$ cat config.mk
export PLATFORM = sky130hd
export DESIGN_NAME = ifmap_loader
export DESIGN_NICKNAME = d
export VERILOG_FILES = /design/src/rtl/ifmap_loader.sv
export SDC_FILE = /design/constraint.sdc
export NUM_CORES = 1
export LEC_CHECK = 0
export BUFFER_PORTS_ARGS = -buffer_cell sky130_fd_sc_hd__buf_2
export CORE_UTILIZATION = 62
export CTS_CLUSTER_DIAMETER = 100
export DETAILED_ROUTE_END_ITERATION = 10
export GPL_TIMING_DRIVEN = 0
export PLACE_DENSITY_LB_ADDON = 0.1
export SYNTH_ARGS = -nofsm -noshare
export SYNTH_HDL_FRONTEND = slang
export SYNTH_SLANG_ARGS = --single-unit
export TNS_END_PERCENT = 1
$ cat constraint.sdc
create_clock -name CLK -period 4.5 [get_ports CLK]
set_clock_uncertainty 0.1 [all_clocks]
set_input_delay 0.9 -clock CLK [delete_from_list [all_inputs] [get_ports CLK]]
set_output_delay 0.9 -clock CLK [all_outputs]
set_load 0.1 [all_outputs]
$ cat src/rtl/ifmap_loader.sv
// ifmap_loader: packs 8-bit activations little-endian into 32-bit words
// and writes them to sram_ifmap from a programmable base word address.
//
// Ports:
//   CLK, RSTn            clock, async active-low reset
//   start                launch a load (sampled in IDLE only)
//   base_addr, byte_len  load descriptor (sampled with start)
//   in_data, in_valid    activation byte stream
//   in_ready             byte accepted on edges with in_valid & in_ready
//   busy                 load in progress (FILL or WRITE)
//   done                 one-cycle completion pulse
//   ADDR, WE, DI         SRAM write port; ADDR/DI hold outside WRITE
module ifmap_loader #(
  parameter int ADDR_BIT = 5
) (
  input  logic                CLK,
  input  logic                RSTn,
  input  logic                start,
  input  logic [ADDR_BIT-1:0] base_addr,
  input  logic [ADDR_BIT+2:0] byte_len,
  input  logic [7:0]          in_data,
  input  logic                in_valid,
  output logic                in_ready,
  output logic                busy,
  output logic                done,
  output logic [ADDR_BIT-1:0] ADDR,
  output logic                WE,
  output logic [31:0]         DI
);

  localparam int RW = ADDR_BIT + 3;

  typedef enum logic [1:0] {
    IDLE,
    FILL,
    WRITE,
    DONE
  } state_t;

  state_t state_q;
  state_t state_d;

  logic [RW-1:0]       rem_q;
  logic [1:0]          lane_q;
  logic [31:0]         pack_q;
  logic [ADDR_BIT-1:0] waddr_q;
  logic [ADDR_BIT-1:0] addr_q;
  logic [31:0]         di_q;

  logic        accept;
  logic        last;
  logic [31:0] pack_nx;

  assign accept = (state_q == FILL) & in_valid;
  assign last   = (lane_q == 2'd3) | (rem_q == RW'(1));

  always_comb begin
    pack_nx = pack_q;
    pack_nx[8*lane_q +: 8] = in_data;
  end

  always_comb begin
    state_d = state_q;
    unique case (state_q)
      IDLE: begin
        if (start) begin
          state_d = (byte_len == '0) ? DONE : FILL;
        end
      end
      FILL: begin
        if (accept && last) begin
          state_d = WRITE;
        end
      end
      WRITE: begin
        state_d = (rem_q != '0) ? FILL : DONE;
      end
      DONE: begin
        state_d = IDLE;
      end
      default: begin
        state_d = IDLE;
      end
    endcase
  end

  always_ff @(posedge CLK or negedge RSTn) begin
    if (!RSTn) begin
      state_q <= IDLE;
    end else begin
      state_q <= state_d;
    end
  end

  // The SRAM address/data registers are loaded on the edge that takes
  // the word's final byte, so they are valid throughout WRITE and then
  // simply hold.
  always_ff @(posedge CLK or negedge RSTn) begin
    if (!RSTn) begin
      rem_q   <= '0;
      lane_q  <= '0;
      pack_q  <= '0;
      waddr_q <= '0;
      addr_q  <= '0;
      di_q    <= '0;
    end else begin
      unique case (state_q)
        IDLE: begin
          if (start && byte_len != '0) begin
            rem_q   <= byte_len;
            waddr_q <= base_addr;
            pack_q  <= '0;
            lane_q  <= '0;
          end
        end
        FILL: begin
          if (accept) begin
            pack_q <= pack_nx;
            lane_q <= lane_q + 2'd1;
            rem_q  <= rem_q - RW'(1);
            if (last) begin
              addr_q <= waddr_q;
              di_q   <= pack_nx;
            end
          end
        end
        WRITE: begin
          waddr_q <= waddr_q + ADDR_BIT'(1);
          pack_q  <= '0;
          lane_q  <= '0;
        end
        default: begin
        end
      endcase
    end
  end

  assign in_ready = (state_q == FILL);
  assign busy     = (state_q == FILL) | (state_q == WRITE);
  assign done     = (state_q == DONE);
  assign WE       = (state_q == WRITE);
  assign ADDR     = addr_q;
  assign DI       = di_q;

endmodule

Word-level counts from Yosys, hierarchy flattened. Cells that the tools add are included.

$add $sub $neg: 4. Eq/ne operators: 9. Shift operators: 2. Mux-type cells: 17. Bitwise logic cells: 3. Reduce and logical (&&, ||, !) cells: 14.

Operators with widths (number): 32-bit one-hot mux with 3 select lines (1); 32-bit 2-to-1 mux (2); 5-bit negator with 34-bit output (1); 8-bit by 34-bit variable shift with 32-bit output (first input constant) (1); 8-bit by 34-bit variable part select with 32-bit output (1); 32-bit bitwise mux (1); 8-bit 2-to-1 mux (2); 8-bit one-hot mux with 2 select lines (1); 8-bit nonzero test (2); 2-bit 2-to-1 mux (6); 5-bit one-hot mux with 2 select lines (1); 3-bit AND reduction (3); 8-bit by 1-bit == test with 1-bit output (second input constant) (1); 8-bit zero test (1); 2-bit one-hot mux with 4 select lines (1); 8-bit by 1-bit subtractor with 8-bit output (second input constant) (1); 2-bit == test (second input constant) (3); 2-bit one-hot mux with 3 select lines (1); 5-bit by 1-bit adder with 5-bit output (second input constant) (1); 5-bit 2-to-1 mux (1); 2-bit by 1-bit != test with 1-bit output (second input constant) (2); 2-bit != test (second input constant) (2); 2-bit AND reduction (2); 2-bit nonzero test (2); 7 further kinds (9).

Logic and storage cells: 56. Bits of input ports: 25. Register bits: 86.

Longest topological paths before layout. Gate-level depths: netlist (run 1).

Depth in word-level cells: 5. Depth in mapped cells: 9. Gate-level depth less buffers: 6.

Least setup slack after synthesis (run 1). OpenSTA, ideal clock, no wires.

Path type: register to register. Start: register state_q[1]. End: register di_q[2] (netlist: DI[2]). Clock period less this slack: 2.756 ns. Setup time: 0.125 ns. Cell stages (with the launch flop): 7. Slack: 1.744 ns. Data arrival time: 2.531 ns. Cells stage by stage: dfrtp_1 -> inv_1 -> ha_1 -> nand2_1 -> a21oi_4 -> buf_4 -> mux2_2.

Word-level cells in the longest chain between the ends: 3.

RTL lines: from (decl) (line 40) `state_t state_q;`; from (signal assigned) (line 91) `state_q <= state_d;`; 2-bit by 1-bit == test with 1-bit output (*); named net in_ready (line 23) `output logic in_ready,`; 1-bit bitwise AND (line 54) `assign accept = (state_q == FILL) & in_valid;`; 3-bit AND reduction (no line) (*); to (signal assigned) (line 123) `di_q <= pack_nx;`; to (decl) (line 48) `logic [31:0] di_q;`.

The timed path passes the listed nets; every way through them passes the cells marked *. A chain may end at the register's enable or synchronous reset.

Worst setup path in the final report (run 1).
Start: register lane_q[0]. End: register pack_q[27].

Word-level cells in the longest chain between the ends: 5. Elaborated cells on any way between the ends: 6. Those cells by class: add/sub (1); shift (2); mux (3).

RTL lines: from (decl) (line 44) `logic [1:0] lane_q;`; from (signal assigned) (line 119) `lane_q <= lane_q + 2'd1;`; 5-bit negator with 34-bit output (*) (line 59) `pack_nx[8*lane_q +: 8] = in_data;`; 8-bit by 34-bit variable part select with 32-bit output or 8-bit by 34-bit variable shift with 32-bit output (tied branches) (line 59); 32-bit bitwise mux (*) (line 59); 32-bit 2-to-1 mux (*) (line 117) `if (accept) begin`; 32-bit one-hot mux with 3 select lines (*) (line 107) `unique case (state_q)`; to (signal assigned) (line 118) `pack_q <= pack_nx;`; to (decl) (line 45) `logic [31:0] pack_q;`.

Mark *: on every way between the ends. The rest lies on a longest branch, timed or not. The select of a mux whose other input is x is not followed.

==> results of run 1 <==
[stage by stage]
step           utilization, %  hold slack, ps  total power [mW]  area [µm²]
6_report                73.97           342.1             3.692        5365
5_1_grt                 73.97           352.5             3.901        5365
4_1_cts                 73.97           341.1             3.683        5365
3_5_place_dp            70.90           379.8             3.068        5142
3_3_place_gp            70.48           375.7             3.011        5112
2_1_floorplan               -           342.4             2.632        4663
[flip-flops by register name (all words and copies together) (netlist names)]
name / count
DI: 32
rem_q: 8
lane_q: 2
pack_q: 32
ADDR: 5
waddr_q: 5
state_q: 2
[per-layer routing]
| layer | track usage, % | vias up | routed length (µm) |
|---|---|---|---|
| met2 | 51.75 | 186 | 5548 |
| met1 | 40.85 | 1908 | 4859 |
| met3 | 5.131 | 30 | 707 |
| met5 | 0 | - | 0 |
| met4 | 14.08 | 0 | 331 |
| li1 | - | 1812 | - |
[synthesized netlist by cell type, drive strengths merged, types with 11 or more instances]
cell	instances	area, µm²
dfrtp	86	2152
nand2	40	150.1
mux2	35	394.1
o21ai	30	150.1
inv	25	93.84
a22o	22	192.7
a221o	19	190.2
and3	17	106.4
buf	15	98.84
clkbuf	13	48.80
ha	13	162.7
nor2	11	41.29
[layout by cell type (no fill, tap or decap), drive strengths merged, types with 10 or more instances in the layout]
cell type and instances:
a21oi 10, a221o 19, a22o 22, and3 17
buf 81, clkbuf 24, dfrtp 86, ha 13
inv 26, mux2 35, nand2 40, nor2 11
o21ai 30, or3 10
[worst reg2reg max path, delay by kind of cell (launching register included)]
kind,cells,cell delay (ps)
simple gates,3,1360
flops,1,480
fa+ha+maj,1,380
compound gates,1,250
buf+inv,1,150
[final cells by class]
class / count / area share [%]
inverters: 25 / 1.749
clock buffers: 11 / 2.635
repair buffers: 66 / 6.623
flip-flops and latches: 86 / 40.11
plain buffers: 28 / 2.752
multi-input cells: 304 / 42.30
well taps: 99 / 2.309
clock inverters: 5 / 1.516
[final timing paths]
| path | start | endpoint | slack [ps] | cells past startpoint |
|---|---|---|---|---|
| worst max-delay path | lane_q[0] | pack_q[27] | 1710 | 6 |
| worst min-delay path | RSTn | DI[20] | 340 | 1 |
| worst max register to register | lane_q[0] | pack_q[27] | 1710 | 6 |
| worst min register to register | waddr_q[4] | waddr_q[4] | 400 | 1 |
| max in group asynchronous | RSTn | lane_q[1] | 3360 | 2 |
| min in group CLK | waddr_q[4] | waddr_q[4] | 400 | 1 |
[power groups by stage]
stage	combinational, mW	sequential, mW	clock [mW]
after CTS	1.93	1.13	0.619
final	1.94	1.14	0.611
after global placement	1.88	1.13	0
after floorplan	1.07	1.57	0
after detailed placement	1.92	1.14	0
after global routing	2.09	1.17	0.649
[cell families after synthesis]
kind of cell / after synthesis
multiplexers: 40
flip-flops: 86
adder cells (fa/ha/maj): 13
AO/OA/AOI/OAI: 124
AND/OR/NAND/NOR: 127
buffers and inverters: 53
==> flow_summary.yaml, run 1 <==
sta:
  finalHoldViolCount: 0
  timing_max_transition_violations_final: 0
  maxSlewHeadroom_pct: 48.68
  fmax_mhz: 358.0
  tns_ps: 0
  rsz0062_at_grt: "no"
  post-route-min-period_ps: 2794
  tightest_slew_ps: 764.7
  count_of_endpoints_failing_setup_in_the_final_report: 0
  finalCritPeriodShare_pct: 62.08
  worst_slack_ps: 1706
floorplanning:
  top_level_ports: 66
  placement_rows: 31
  die_area_mm2: 0.007872
  die_h_um: 88.73
  placeableCoreArea_mm2: 0.007253
  initial_utilization_pct: 64.29
  die_width_um: 88.73
clock_network:
  numCtsBuffers: 9
  cts_hold_buffers: 0
  ctsHtreeMaxLevel: 3
  worst_skew_pair.late_latency_ps: 360
  clockRootBuffer: "sky130_fd_sc_hd__clkbuf_8"
  cts_buffer_depth: 2
  cts.sink_count: 86
  cts.reportedPaths.clkPinSlew_ps: 80
  cts_post_setup_buffers_inserted: 0
  ctsResizeCount: 0
  tritoncts: "built"
synth:
  synth_mux_area_share_pct: 9.525
  synth_top_family_by_area: "compound AO/OA/AOI/OAI gates"
  synth_cell_type_count: 54
  net_count_after_synthesis: 481
  synthAdderAreaFrac_pct: 3.488
  synthSimpleGateAreaFrac_pct: 15.40
  avgSynthCellArea_um2: 10.53
  number_of_enable_flip_flop_cells_after_synthesis: 0
  async_flop_share_pct: 100.0
  syn_area_mm2: 0.004663
  netlist_instances: 443
  synth.ff_latch_count: 86
  synth_xor_area_share_pct: 0
  synth_flop_cell: "sky130_fd_sc_hd__dfrtp_1"
  yosys_warnings: 0
  synth_compound_area_share_pct: 20.26
  synth_sequential_area_ratio_pct: 46.15
layout:
  diodes: 0
  instances_no_fill: 624
  register_cell_area_after_layout_mm2: 0.002152
  syn2layout_area_growth_pct: 15.05
  multi_input_comb_area_mm2: 0.002270
  post_route_cells_drive_above_1_share_pct: 27.62
  num-fill-cells: 519
  finalNetCount: 558
worst_setup_path:
  crit_path_start_kind: "flip-flop"
  critPathSlowestCell: "sky130_fd_sc_hd__nor3b_2"
  critical_path_class: "flip-flop to flip-flop"
  wp_data_arrival_ps: 2980
  max_stage_delay_ps: 520
  crit_path_cell_trace: "inv_1, ha_1, and4bb_2, nor2b_1, nor3b_2, a221o_1"
  path_buf_inv: 1
  family_of_cells_with_the_greatest_summed_delay_on_the_critical_path: "simple AND/OR/NAND/NOR gates"
  critPathRequiredTime_ps: 4690
  critPathMaxFanout: 8
  cp-end-kind: "flip-flop"
pwr:
  internal_power_mw: 1.830
  net_switching_fraction_of_the_power_pct: 50.42
  leakage_nw: 2.630
  net-switching-power_mw: 1.861
  clkPwrFrac_pct: 16.5
  power_density_mw_per_mm2: 688.1
  vdd.ir_drop.worst_uv: 626.7
  p_comb_share_pct: 52.7
  sequentialPowerShare_pct: 30.8
route:
  wl_per_cell_um: 18.34
  drt_iter0_drc: 354
  remaining_drc_errors: 0
  num_vias: 3936
  drt.antenna.violating_nets: 0
  detail_route.first_pass.iterations: 5
  ratio_of_routed_vias_to_standard_cells: 6.308
  detail_route.wirelength_mm: 11.45
global_routing:
  grt_remaining_overflow: 0
  grt_use_total_pct: 31.40
  grt_pass1_vias: 3685
  grt_max_degree: 64
  first_pass_grt_wire_length_mm: 18.38
  antenna_found_initial: 0
job:
  count_of_maximum_capacitance_violations: 0
place:
  numPlacedInstances: 608
  routabilityCongestion: 0.8591
  io_buffer_count: 65
  dp.final_hpwl_mm: 8.317
  pre_cts_slack_ps: 1768
status:
  status: "finished, final reports clean"
hold_path:
  hold_class: "primary input to async pin"
No activity file was read; power rests on OpenSTA's default activity.
==> run 2, diff against run 1 <==
Settings changed: CORE_UTILIZATION 62 to 52.
Clock period 4.5 ns to 2.4 ns, I/O delays scaled along.
==> run 2 against run 1 <==
- via count grew 0.84%
- highest routed layer unchanged
- routed wire length grew 6.9%
- sequential cell count is the same
- fmax grew 22%
- count of clock-buffer cells in the layout shrank 1
- non-clock buffer count grew 2
==> flow_summary.yaml, run 2 (synthesized netlist as in run 1, its figures left out) <==
clock_network:
  worst_skew_pair.late_latency_ps: 360
  cts_hold_buffers: 0
  tritoncts: "built"
  cts.sink_count: 86
  cts_buffer_depth: 2
  clockRootBuffer: "sky130_fd_sc_hd__clkbuf_8"
  cts.reportedPaths.clkPinSlew_ps: 100
  numCtsBuffers: 9
  ctsHtreeMaxLevel: 3
worst_setup_path:
  crit_path_start_kind: "flip-flop"
  critPathRequiredTime_ps: 2550
  wp_data_arrival_ps: 2440
  cp-end-kind: "flip-flop"
  critPathMaxFanout: 10
  critical_path_class: "flip-flop to flip-flop"
status:
  status: "finished, final reports clean"
layout:
  finalNetCount: 560
  postLayoutCoreUtil_pct: 62.14
  syn2layout_area_growth_pct: 16.21
  layout_commonest_cell: "sky130_fd_sc_hd__dfrtp_1"
  post_route_cells_drive_above_1_share_pct: 30.17
  num-fill-cells: 741
  diodes: 0
  mostFrequentLayoutCells: "sky130_fd_sc_hd__dfrtp_1, sky130_fd_sc_hd__buf_2, sky130_fd_sc_hd__nand2_1"
route:
  remaining_drc_errors: 0
  drt.antenna.violating_nets: 0
  detail_route.first_pass.iterations: 5
  detail_route.wirelength_mm: 12.24
  ratio_of_routed_vias_to_standard_cells: 6.250
  drt_iter0_drc: 261
  num_vias: 3969
  wl_per_cell_um: 19.28
global_routing:
  grt_use_total_pct: 27.00
  first_pass_grt_wire_length_mm: 19.93
  antenna_found_initial: 0
  grt_pass1_vias: 3891
  grt_max_degree: 49
  grt_remaining_overflow: 0
sta:
  fmax_mhz: 436.9
  maxSlewHeadroom_pct: 57.78
  count_of_endpoints_failing_setup_in_the_final_report: 0
  tns_ps: 0
  rsz0062_at_grt: "no"
  timing.hold.ws_ps: 14.92
  post-route-min-period_ps: 2289
  finalCritPeriodShare_pct: 95.37
  tightest_slew_ps: 633.3
  timing_max_transition_violations_final: 0
  finalHoldViolCount: 0
floorplanning:
  die_area_mm2: 0.009351
  placement_rows: 34
  placeableCoreArea_mm2: 0.008721
  top_level_ports: 66
  initial_utilization_pct: 53.47
  die_h_um: 96.70
  die_width_um: 96.70
place:
  io_buffer_count: 65
  routabilityCongestion: 0.9439
  dp.final_hpwl_mm: 8.620
pwr:
  power_density_mw_per_mm2: 1264
  vdd.ir_drop.worst_uv: 798.0
  leakage_nw: 2.627
hold_path:
  hold_class: "primary input to async pin"
job:
  count_of_maximum_capacitance_violations: 0
## run 2: timing repair
action / CTS / global route
setup endpoints to repair: 32 / 64
resized for setup: 10 / 13
buffers inserted: 2 / 0
pin swaps: 0 / 2
## run 2: per-layer routing
layer / track usage, % / up-vias / routed length, µm
li1: - / 1814 / -
met1: 37.89 / 1952 / 5377
met2: 41.66 / 171 / 5727
met3: 4.841 / 32 / 846
met4: 10.68 / 0 / 289
met5: 0 / - / 0
## run 2: worst max-delay path, cell delays in order, from the launching register on
cell	delay [ps]
sky130_fd_sc_hd__dfrtp_1	420
sky130_fd_sc_hd__inv_1	110
sky130_fd_sc_hd__ha_1	170
sky130_fd_sc_hd__buf_4	160
sky130_fd_sc_hd__and2_1	170
sky130_fd_sc_hd__o22ai_2	130
sky130_fd_sc_hd__or2_1	220
sky130_fd_sc_hd__buf_2	150
sky130_fd_sc_hd__buf_4	190
sky130_fd_sc_hd__a221o_1	370
## run 2: through the flow
step                power, mW  area, µm²  worst slack [ps]  cells
finish                  6.848       5419             111.1    635
floorplan               4.938       4666            -228.7    443
global route            7.222       5419             7.514    635
global placement        5.712       5126            -200.6    616
CTS                     6.780       5380             14.94    635
detailed placement      5.784       5149            -235.4    617
## run 2: layout make-up
cell class                 instances  area [µm²]  share of cell area, %
tap                              108       135.1                  2.494
multi-input combinational        304        2342                  43.22
sequential                        86        2153                  39.74
clock buffer                      10       127.6                  2.355
buffer                            28       157.7                  2.909
inverter                          25       93.84                  1.732
clock inverter                     6       46.29                 0.8543
timing repair buffer              68       362.8                  6.696
## run 2: path summary, 6_finish.rpt
check / from / to / slack (ps) / cells past startpoint
max in group asynchronous: RSTn / pack_q[27] / 1540 / 2
worst max register to register: state_q[1] / pack_q[9] / 110 / 9
worst min-delay path: RSTn / DI[18] / 10 / 1
worst max-delay path: state_q[1] / pack_q[9] / 110 / 9
min in group CLK: byte_len[4] / rem_q[4] / 290 / 3
worst min register to register: waddr_q[4] / waddr_q[4] / 400 / 1
## run 2: power by group
group          internal [mW]  total, mW  switching (mW)  leakage, nW
Sequential              1.84       2.14           0.301         1.14
Clock                  0.382      0.951           0.569       0.0829
Combinational           1.02       3.76            2.73         1.40
==> run 3, diff against run 2 <==
Settings changed: PLACE_DENSITY from default to 0.75, PLACE_DENSITY_LB_ADDON 0.1 to default.
==> run 3 against run 2 <==
- critical path type unchanged
- clock power rose by 11%
- critical endpoint is now pack_q[16]
- register-to-register slack barely moved
- first-iteration DRC count fell by 8.4%
- worst setup slack improved by 10 ps
- sequential cell count did not move
- final cell count fell by 0.16%
- the run now ends with design-rule violations left
==> flow_summary.yaml, run 3 (synthesized netlist as in run 1, its figures left out) <==
floorplanning:
  die_area_mm2: 0.009351
  die_width_um: 96.70
  initial_utilization_pct: 53.47
  die_h_um: 96.70
  placeableCoreArea_mm2: 0.008721
  top_level_ports: 66
  placement_rows: 34
pwr:
  sequentialPowerShare_pct: 30.8
  net-switching-power_mw: 3.548
  internal_power_mw: 3.353
  vdd.ir_drop.worst_uv: 973.6
  clkPwrFrac_pct: 15.3
  power_density_mw_per_mm2: 1267
  net_switching_fraction_of_the_power_pct: 51.41
  fin_total_pwr_mw: 6.900
  p_comb_share_pct: 53.8
  leakage_nw: 2.640
job:
  count_of_maximum_capacitance_violations: 0
sta:
  fmax_mhz: 438.9
  timing.hold.ws_ps: 4.453
  tightest_slew_ps: 574.2
  maxSlewHeadroom_pct: 61.72
  post-route-min-period_ps: 2278
  count_of_endpoints_failing_setup_in_the_final_report: 0
  finalHoldViolCount: 0
  finalCritPeriodShare_pct: 94.93
  timing_max_transition_violations_final: 0
  rsz0062_at_grt: "no"
clock_network:
  tritoncts: "built"
  cts.reportedPaths.clkPinSlew_ps: 90
  clockRootBuffer: "sky130_fd_sc_hd__clkbuf_8"
  numCtsBuffers: 9
  worst_skew_pair.late_latency_ps: 360
  cts_hold_buffers: 0
  ctsHtreeMaxLevel: 3
  cts.sink_count: 86
  cts_buffer_depth: 2
layout:
  post_route_cells_drive_above_1_share_pct: 30.04
  layout_commonest_cell: "sky130_fd_sc_hd__dfrtp_1"
  layout.cell_area.non_filler_mm2: 0.005446
  syn2layout_area_growth_pct: 16.80
  mostFrequentLayoutCells: "sky130_fd_sc_hd__dfrtp_1, sky130_fd_sc_hd__buf_2, sky130_fd_sc_hd__nand2_1"
  finalNetCount: 559
  postLayoutCoreUtil_pct: 62.45
  instances_no_fill: 634
  multi_input_comb_area_mm2: 0.002333
  num-fill-cells: 717
  register_cell_area_after_layout_mm2: 0.002152
  diodes: 0
worst_setup_path:
  family_of_cells_with_the_greatest_summed_delay_on_the_critical_path: "buffers and inverters"
  critical_path_class: "flip-flop to flip-flop"
  wp_data_arrival_ps: 2420
  cp-end-kind: "flip-flop"
  critPathSlowestCell: "sky130_fd_sc_hd__dfrtp_1"
  crit_path_start_kind: "flip-flop"
  crit_path_cell_trace: "inv_2, ha_1, clkbuf_2, nor2_1, and4_1, buf_2, nor3b_4, buf_12, a221o_1"
  critPathRequiredTime_ps: 2540
  path_buf_inv: 4
  critPathMaxFanout: 10
  max_stage_delay_ps: 470
global_routing:
  grt_use_total_pct: 25.34
  grt_pass1_vias: 3649
  grt_max_degree: 45
  first_pass_grt_wire_length_mm: 18.95
  grt_remaining_overflow: 0
  antenna_found_initial: 0
route:
  detail_route.wirelength_mm: 11.53
  remaining_drc_errors: 1
  drt_iter0_drc: 239
  num_vias: 3915
  drt.antenna.violating_nets: 0
  detail_route.first_pass.iterations: 8
  ratio_of_routed_vias_to_standard_cells: 6.175
  wl_per_cell_um: 18.19
place:
  place_area_mm2: 0.005156
  io_buffer_count: 65
  numPlacedInstances: 617
  routabilityCongestion: 0.9038
  dp.final_hpwl_mm: 8.307
status:
  status: "finished with violations"
  violations_in_the_final_reports: "design-rule violations"
hold_path:
  hold_class: "primary input to async pin"
==> run 3: worst paths after layout <==
| check | slack [ps] | cells past startpoint | end | from |
|---|---|---|---|---|
| min reg2reg | 390 | 1 | waddr_q[4] | waddr_q[4] |
| max | 120 | 9 | pack_q[16] | lane_q[0] |
| max in group asynchronous | 1570 | 2 | ADDR[0] | RSTn |
| min | 4 | 1 | rem_q[5] | RSTn |
| max reg2reg | 120 | 9 | pack_q[16] | lane_q[0] |
| min in group CLK | 300 | 3 | rem_q[4] | byte_len[4] |
==> run 3: power groups by stage <==
stage | logic [mW] | clock network, mW | registers, mW
final | 3.72 | 1.06 | 2.13
after global routing | 3.99 | 1.13 | 2.19
after CTS | 3.65 | 1.08 | 2.12
after detailed placement | 3.61 | 0 | 2.15
after global placement | 3.54 | 0 | 2.12
after floorplan | 2.00 | 0 | 2.94
==> run 3: layout make-up <==
| class | instances | area share [%] |
|---|---|---|
| Clock buffer | 9 | 2.274 |
| Inverter | 25 | 1.723 |
| Timing Repair Buffer | 67 | 6.892 |
| Sequential cell | 86 | 39.51 |
| Tap cell | 108 | 2.481 |
| Clock inverter | 7 | 1.424 |
| Buffer | 28 | 2.849 |
| Multi-Input combinational cell | 304 | 42.84 |
==> run 3: repair_timing <==
item	in CTS	in global routing
buffers inserted	0	1
resized for setup	7	12
pin swaps	0	2
endpoints found under the setup margin	24	56
==> run 3: stage by stage <==
| step | TNS, ps | worst slack (ps) |
|---|---|---|
| after floorplan | -4822 | -228.7 |
| after global placement | -1516 | -145.9 |
| after detailed placement | -2522 | -204.6 |
| after CTS | 0 | 5.669 |
| after global routing | 0 | 14.94 |
| final | 0 | 121.6 |
==> run 3: layer usage <==
layer | part of all wire [%] | global-route usage, % | vias to the layer above
met5 | 0 | 0 | -
met4 | 1.2 | 7.118 | 0
met3 | 6.8 | 3.757 | 14
met2 | 46 | 38.30 | 163
met1 | 46 | 37.97 | 1928
li1 | - | - | 1810
